[config.mk]
export PLATFORM = sky130hd
export DESIGN_NAME = ps2_host_tx_flat
export DESIGN_NICKNAME = d
export VERILOG_FILES = /design/src/rtl/ps2_pkg.sv /design/src/rtl/ps2_host_tx_if.sv /design/src/rtl/ps2_line_sync.sv /design/src/rtl/ps2_host_tx.sv /design/src/flat_wrapper.sv
export SDC_FILE = /design/constraint.sdc
export NUM_CORES = 1
export LEC_CHECK = 0
export ABC_AREA = 1
export BUFFER_PORTS_ARGS = -buffer_cell sky130_fd_sc_hd__buf_4
export CORE_UTILIZATION = 60
export CTS_CLUSTER_DIAMETER = 100
export CTS_CLUSTER_SIZE = 20
export DETAILED_ROUTE_END_ITERATION = 12
export PLACE_DENSITY = 0.85
export RECOVER_POWER = 50
export SYNTH_ARGS = -nofsm -noshare
export SYNTH_HDL_FRONTEND = slang
export SYNTH_SLANG_ARGS = --single-unit
[constraint.sdc]
create_clock -name clk -period 2.1 [get_ports clk]
set_input_delay 0.42 -clock clk [delete_from_list [all_inputs] [get_ports clk]]
set_output_delay 0.42 -clock clk [all_outputs]
set_load 0.02 [all_outputs]
[src/rtl/ps2_pkg.sv]
// Shared PS/2 definitions: host transmitter states, command/response bytes, parity helper.
package ps2_pkg;

  typedef enum logic [2:0] {
    StIdle,
    StInhibit,
    StReq,
    StShift,
    StAck,
    StWaitIdle,
    StFail
  } ps2_state_e;

  localparam logic [7:0] PS2_CMD_SET_LEDS = 8'hED;
  localparam logic [7:0] PS2_CMD_ECHO     = 8'hEE;
  localparam logic [7:0] PS2_CMD_RESET    = 8'hFF;
  localparam logic [7:0] PS2_RSP_ACK      = 8'hFA;

  // Falling edge on which the stop bit is presented; the next fall carries the ACK.
  localparam logic [3:0] LastBitCnt = 4'd10;

  function automatic logic odd_parity(input logic [7:0] d);
    return ~^d;
  endfunction

endpackage

[src/rtl/ps2_host_tx_if.sv]
// Command handshake and status bundle between a requester and the PS/2 host transmitter.
interface ps2_host_tx_if;
  logic       tx_valid;
  logic [7:0] tx_data;
  logic       tx_ready;
  logic       busy;
  logic       done;
  logic       err;

  modport master (
    output tx_valid, tx_data,
    input  tx_ready, busy, done, err
  );

  modport slave (
    input  tx_valid, tx_data,
    output tx_ready, busy, done, err
  );
endinterface

[src/rtl/ps2_line_sync.sv]
// Two-flop synchronizer for PS2_CLK/PS2_DATA plus falling-edge detect on the synced clock.
module ps2_line_sync (
  input  logic clk,
  input  logic rst,
  input  logic clk_i,
  input  logic data_i,
  output logic clk_s_o,
  output logic data_s_o,
  output logic clk_fall_o
);
  logic [1:0] clk_sync_q, clk_sync_d;
  logic [1:0] data_sync_q, data_sync_d;
  logic       clk_prev_q, clk_prev_d;

  always_comb begin
    clk_sync_d  = {clk_sync_q[0], clk_i};
    data_sync_d = {data_sync_q[0], data_i};
    clk_prev_d  = clk_sync_q[1];
  end

  // Idle bus level is high; resetting to 1 avoids a spurious fall after reset.
  always_ff @(posedge clk or posedge rst) begin
    if (rst) begin
      clk_sync_q  <= 2'b11;
      data_sync_q <= 2'b11;
      clk_prev_q  <= 1'b1;
    end else begin
      clk_sync_q  <= clk_sync_d;
      data_sync_q <= data_sync_d;
      clk_prev_q  <= clk_prev_d;
    end
  end

  assign clk_s_o    = clk_sync_q[1];
  assign data_s_o   = data_sync_q[1];
  assign clk_fall_o = clk_prev_q & ~clk_sync_q[1];

endmodule

[src/rtl/ps2_host_tx.sv]
// PS/2 host-to-device command transmitter with open-drain pin enables and ACK check.
// Optional automatic resend on NACK/timeout when PS2_TX_RESEND_EN is defined.
module ps2_host_tx
  import ps2_pkg::*;
#(
  parameter int unsigned INHIBIT_CYCLES = 10000,
  parameter int unsigned TIMEOUT_CYCLES = 1500000
`ifdef PS2_TX_RESEND_EN
  ,
  parameter int unsigned MAX_RETRY = 2
`endif
) (
  input  logic         clk,
  input  logic         rst,
  ps2_host_tx_if.slave tx,
  input  logic         ps2_clk_in,
  input  logic         ps2_data_in,
  output logic         ps2_clk_oe,
  output logic         ps2_data_oe
);

  localparam int unsigned CntMax =
      (INHIBIT_CYCLES > TIMEOUT_CYCLES) ? INHIBIT_CYCLES : TIMEOUT_CYCLES;
  localparam int unsigned CntW = $clog2(CntMax + 1);
  localparam logic [CntW-1:0] InhLast = CntW'(INHIBIT_CYCLES - 1);
  localparam logic [CntW-1:0] ToLast  = CntW'(TIMEOUT_CYCLES - 1);

  logic clk_s, data_s, clk_fall;

  ps2_line_sync u_sync (
    .clk       (clk),
    .rst       (rst),
    .clk_i     (ps2_clk_in),
    .data_i    (ps2_data_in),
    .clk_s_o   (clk_s),
    .data_s_o  (data_s),
    .clk_fall_o(clk_fall)
  );

  ps2_state_e      state_q, state_d;
  logic [CntW-1:0] cnt_q, cnt_d;
  logic [3:0]      bitcnt_q, bitcnt_d;
  logic [8:0]      shreg_q, shreg_d;
  logic            clk_oe_q, clk_oe_d;
  logic            data_oe_q, data_oe_d;
  logic            tx_ready_q, tx_ready_d;
  logic            busy_q, busy_d;
  logic            done_q, done_d;
  logic            err_q, err_d;
  logic            fail;

`ifdef PS2_TX_RESEND_EN
  localparam int unsigned RetryW = (MAX_RETRY > 0) ? $clog2(MAX_RETRY + 1) : 1;
  logic [RetryW-1:0] retry_q, retry_d;
  logic [8:0]        frame_q, frame_d;
`endif

  always_comb begin
    state_d   = state_q;
    cnt_d     = cnt_q;
    bitcnt_d  = bitcnt_q;
    shreg_d   = shreg_q;
    data_oe_d = data_oe_q;
    fail      = 1'b0;
`ifdef PS2_TX_RESEND_EN
    retry_d   = retry_q;
    frame_d   = frame_q;
`endif

    unique case (state_q)
      StIdle: begin
        if (tx.tx_valid && tx_ready_q) begin
          shreg_d = {odd_parity(tx.tx_data), tx.tx_data};
          cnt_d   = '0;
          state_d = StInhibit;
`ifdef PS2_TX_RESEND_EN
          retry_d = '0;
          frame_d = {odd_parity(tx.tx_data), tx.tx_data};
`endif
        end
      end
      StInhibit: begin
        if (cnt_q == InhLast) state_d = StReq;
        else cnt_d = cnt_q + CntW'(1);
      end
      StReq: begin
        cnt_d    = '0;
        bitcnt_d = '0;
        state_d  = StShift;
      end
      StShift: begin
        // Host changes data while the device holds the clock low.
        if (clk_fall) begin
          bitcnt_d = bitcnt_q + 4'd1;
          if (bitcnt_d == LastBitCnt) begin
            data_oe_d = 1'b0;
            state_d   = StAck;
          end else begin
            data_oe_d = ~shreg_q[0];
            shreg_d   = {1'b0, shreg_q[8:1]};
          end
        end
      end
      StAck: begin
        if (clk_fall) begin
          if (data_s) fail = 1'b1;
          else state_d = StWaitIdle;
        end
      end
      StWaitIdle: begin
        if (clk_s && data_s) state_d = StIdle;
      end
      StFail:  state_d = StIdle;
      default: state_d = StIdle;
    endcase

    // One watchdog covers every device-clocked phase.
    if (state_q inside {StShift, StAck, StWaitIdle}) begin
      if (cnt_q == ToLast) fail = 1'b1;
      else cnt_d = cnt_q + CntW'(1);
    end

    if (fail) begin
`ifdef PS2_TX_RESEND_EN
      if (retry_q < RetryW'(MAX_RETRY)) begin
        retry_d  = retry_q + RetryW'(1);
        shreg_d  = frame_q;
        cnt_d    = '0;
        bitcnt_d = '0;
        state_d  = StInhibit;
      end else begin
        state_d = StFail;
      end
`else
      state_d = StFail;
`endif
    end

    if (!(state_d inside {StShift, StAck, StWaitIdle})) data_oe_d = (state_d == StReq);

    clk_oe_d   = state_d inside {StInhibit, StReq};
    tx_ready_d = (state_d == StIdle);
    busy_d     = (state_d != StIdle);
    done_d     = (state_q == StWaitIdle) && (state_d == StIdle);
    err_d      = (state_d == StFail);
  end

  always_ff @(posedge clk or posedge rst) begin
    if (rst) begin
      state_q    <= StIdle;
      cnt_q      <= '0;
      bitcnt_q   <= '0;
      shreg_q    <= '0;
      clk_oe_q   <= 1'b0;
      data_oe_q  <= 1'b0;
      tx_ready_q <= 1'b1;
      busy_q     <= 1'b0;
      done_q     <= 1'b0;
      err_q      <= 1'b0;
`ifdef PS2_TX_RESEND_EN
      retry_q    <= '0;
      frame_q    <= '0;
`endif
    end else begin
      state_q    <= state_d;
      cnt_q      <= cnt_d;
      bitcnt_q   <= bitcnt_d;
      shreg_q    <= shreg_d;
      clk_oe_q   <= clk_oe_d;
      data_oe_q  <= data_oe_d;
      tx_ready_q <= tx_ready_d;
      busy_q     <= busy_d;
      done_q     <= done_d;
      err_q      <= err_d;
`ifdef PS2_TX_RESEND_EN
      retry_q    <= retry_d;
      frame_q    <= frame_d;
`endif
    end
  end

  assign ps2_clk_oe  = clk_oe_q;
  assign ps2_data_oe = data_oe_q;
  assign tx.tx_ready = tx_ready_q;
  assign tx.busy     = busy_q;
  assign tx.done     = done_q;
  assign tx.err      = err_q;

endmodule

[src/flat_wrapper.sv]
// flat-port wrapper written by rule: the top's interface ports become plain ports
module ps2_host_tx_flat import ps2_pkg::*;
#(
  parameter int unsigned INHIBIT_CYCLES = 10000,
  parameter int unsigned TIMEOUT_CYCLES = 1500000

)
  (clk, rst, ps2_clk_in, ps2_data_in, ps2_clk_oe, ps2_data_oe, tx_tx_valid, tx_tx_data, tx_tx_ready, tx_busy, tx_done, tx_err);
  ps2_host_tx_if tx_i ();
  input  logic clk;
  input  logic rst;
  input  logic ps2_clk_in;
  input  logic ps2_data_in;
  output logic ps2_clk_oe;
  output logic ps2_data_oe;
  input wire logic [$bits(tx_i.tx_valid)-1:0] tx_tx_valid;
  input wire logic [$bits(tx_i.tx_data)-1:0] tx_tx_data;
  output wire logic [$bits(tx_i.tx_ready)-1:0] tx_tx_ready;
  output wire logic [$bits(tx_i.busy)-1:0] tx_busy;
  output wire logic [$bits(tx_i.done)-1:0] tx_done;
  output wire logic [$bits(tx_i.err)-1:0] tx_err;
  assign tx_i.tx_valid = tx_tx_valid;
  assign tx_i.tx_data = tx_tx_data;
  assign tx_tx_ready = tx_i.tx_ready;
  assign tx_busy = tx_i.busy;
  assign tx_done = tx_i.done;
  assign tx_err = tx_i.err;
  ps2_host_tx #(.INHIBIT_CYCLES(INHIBIT_CYCLES), .TIMEOUT_CYCLES(TIMEOUT_CYCLES)) u_core (.clk(clk), .rst(rst), .tx(tx_i), .ps2_clk_in(ps2_clk_in), .ps2_data_in(ps2_data_in), .ps2_clk_oe(ps2_clk_oe), .ps2_data_oe(ps2_data_oe));
endmodule
==> flow_metrics.tcl <==
set metrics [dict create \
    tns_ns 0 \
    synthMuxAreaShare_pct 0 \
    drt_iter0_drc 208 \
    tightest_slew_ns 0.789 \
    cp.required_ns 2.27 \
    cts_buffer_depth 2 \
    gp_congestion 0.928 \
    port_buffers 18 \
    worstSetupEndpointType "flip-flop" \
    cts_num_sinks 48 \
    root_buffer "clkbuf_8" \
    worstPathArrival_ns 1.99 \
    relSlewSlack_pct 47.4 \
    worstSetupPathType "reg -> reg" \
    regToRegStartpoint "u_core.cnt_q[0]" \
    finalHoldViolCount 0 \
    grt-ovfl-total 0 \
    grt_use_total_pct 24.2 \
    die-area_mm2 0.00482 \
    grt_max_degree 22 \
    ys_warn_count 0 \
    hold_path_end "u_core.u_sync.data_sync_q[0]" \
    drv_slew 0 \
    r2r-end "u_core.cnt_q[20]" \
    final_util_pct 69.0 \
    synth_cell_types 33 \
    synthXorXnorAreaFrac_pct 7.38 \
    grt_pass1_wl_mm 9.40 \
    clkTransAtPathRegs_ns 0.09 \
    synth_top_family_by_area "simple AND/OR/NAND/NOR gates" \
    syn_nets 333 \
    grt_pass1_vias 2132 \
    final.setup_skew_ns 0.00418 \
    synth.largest_area_cell "dfrtp_1" \
    synth_area_mm2 0.00273 \
    ys_seq_area_share_pct 44.3 \
    cp-start-kind "flip-flop" \
    htreeDepth 2 \
    cap_violations 0 \
    setup_viol 0 \
    fp.dieH_um 69.4 \
    clock_latency_ns 0.30 \
    die_w_um 69.4 \
    vdd_drop_max_v 0.000630 \
    start_util_pct 62.7 \
    core_mm2 0.00435 \
    antenna_cells 0 \
    drive_above_1_share_pct 22.5 \
    tritoncts "built" \
    viasPerCell 5.60 \
    synth_area_leaders "dfrtp_1 39%, nand2_1 7.7%, xor2_1 6.7%, dfstp_2 5.8%, inv_1 4.3%" \
    synth_compound_area_share_pct 11.3 \
    antenna_found_initial 0 \
    drt_wl_total_mm 5.30 \
    p_leak_nw 1.34 \
    fillers 339 \
    syn_inst 317 \
    cts_buffers 5 \
    p_per_area_mw_per_mm2 1030 \
    syn_area_per_cell_um2 8.61 \
    synthSimpleGateAreaFrac_pct 28.7 \
    outcome "finished, final reports clean" \
    cp_max_fo 4 \
    io-pin-count 19 \
    final_cell_mix "56 x nand2_1, 42 x dfrtp_1, 31 x inv_1, 31 x nor2_1, 21 x xor2_1" \
    post_synth_fa_ha_maj_area_fraction_pct 1.38 \
    drc 0 \
    fin_crit_ns 1.82 \
    ys_ff_latch 48 \
    num_rows 24 \
    nNetsFinal 357 \
    netlist.area_leader.share_pct 38.5 \
    max_freq_mhz 549 \
    hold_slack_ns 0.215 \
    ctsHoldBuffers 0 \
    rsz0062_at_grt "no" \
    reg2reg_depth 8 \
    final_common_cell "nand2_1" \
    fin_crit_sh_pct 86.7 \
    ant_nets 0 \
    hp-start "ps2_data_in" \
    hold_class "in -> reg" \
    num_vias 2207 \
    r2r_setup_slack_ns 0.28 \
    cts_resized 0 \
    drt_first_pass_iters 4 \
    holdPathStages 1 \
    post-cts-setup-buffers 0 \
    routedWlPerCell_um 13.4 \
    dpl.hpwl_mm 3.95 \
    synthToLayoutAreaGrowth_pct 10.0 \
]
[stage by stage]
step	std cells	power (mW)	setup slack [ns]	area, um2
floorplan	317	2.29	0.492	2730
global route	394	3.32	0.143	3000
global placement	386	2.50	0.377	2920
CTS	394	3.11	0.311	3010
finish	394	3.11	0.279	3000
detailed placement	386	2.54	0.320	2920
[layer usage]
| layer | track usage, % | part of all wire (%) |
|---|---|---|
| met1 | 33.6 | 45 |
| met2 | 39.3 | 49 |
| met3 | 4.80 | 4.7 |
| met4 | 5.90 | 0.83 |
| met5 | 0 | 0 |
[worst max-delay path, cell delays in order (launching register included)]
cell and delay (ns):
dfrtp_1 0.41, ha_1 0.22, nand3_1 0.16, inv_1 0.13
nand3_1 0.11, nor2_1 0.22, nand4_1 0.16, xor2_1 0.18
o22ai_1 0.10
[logic make-up after synthesis]
kind of cell | count (synthesis)
buffers and inverters | 45
XOR/XNOR | 23
adder cells (fa/ha/maj) | 3
flip-flops | 48
AO/OA/AOI/OAI | 47
AND/OR/NAND/NOR | 151
[worst max path at each step]
stage,startpoint,to,cells after the start
after global routing,u_core.bitcnt_q[0],u_core.ps2_data_oe,14
after CTS,u_core.cnt_q[0],u_core.cnt_q[14],9
after detailed placement,u_core.cnt_q[0],u_core.cnt_q[14],9
after floorplan,u_core.bitcnt_q[0],u_core.ps2_data_oe,13
after global placement,u_core.cnt_q[11],u_core.cnt_q[4],8
final,u_core.cnt_q[0],u_core.cnt_q[20],8
[final cells by class]
cell class / count / area (um2) / area share, %
clock buffer: 5 / 68.8 / 2.29
clock inverter: 3 / 23.8 / 0.792
inverter: 41 / 156 / 5.21
multi-input combinational: 224 / 1330 / 44.3
sequential: 48 / 1210 / 40.3
tap: 52 / 65.1 / 2.17
timing repair buffer: 21 / 150 / 5.00
[report_power, final]
| part | leakage, nW | switching, mW | internal [mW] |
|---|---|---|---|
| logic | 0.705 | 0.617 | 0.391 |
| clock network | 0.0404 | 0.323 | 0.236 |
| registers | 0.594 | 0.310 | 1.23 |
[synth_stat cells, drive strengths merged]
| cell type | count |
|---|---|
| nor3 | 10 |
| nand3 | 23 |
| a32o | 1 |
| clkbuf | 1 |
| ha | 3 |
| o21bai | 1 |
| nor2 | 37 |
| o22ai | 17 |
| o21ai | 15 |
| a21oi | 5 |
| dfstp | 6 |
| a31oi | 8 |
| nor4 | 3 |
| nand2 | 68 |
| xnor2 | 2 |
| nand4 | 10 |
| dfrtp | 42 |
| xor2 | 21 |
| buf | 3 |
| inv | 41 |
[registers in the layout, indices dropped and copies added (netlist names)]
name                       cells
u_core.tx.done                 1
u_core.u_sync.clk_sync_q       2
u_core.shreg_q                 9
u_core.bitcnt_q                4
u_core.state_q                 3
u_core.ps2_data_oe             1
u_core.ps2_clk_oe              1
u_core.cnt_q                  21
u_core.tx.err                  1
u_core.u_sync.clk_prev_q       1
u_core.tx.tx_ready             1
u_core.u_sync.data_sync_q      2
u_core.tx.busy                 1
No activity file was read; power rests on OpenSTA's default activity.
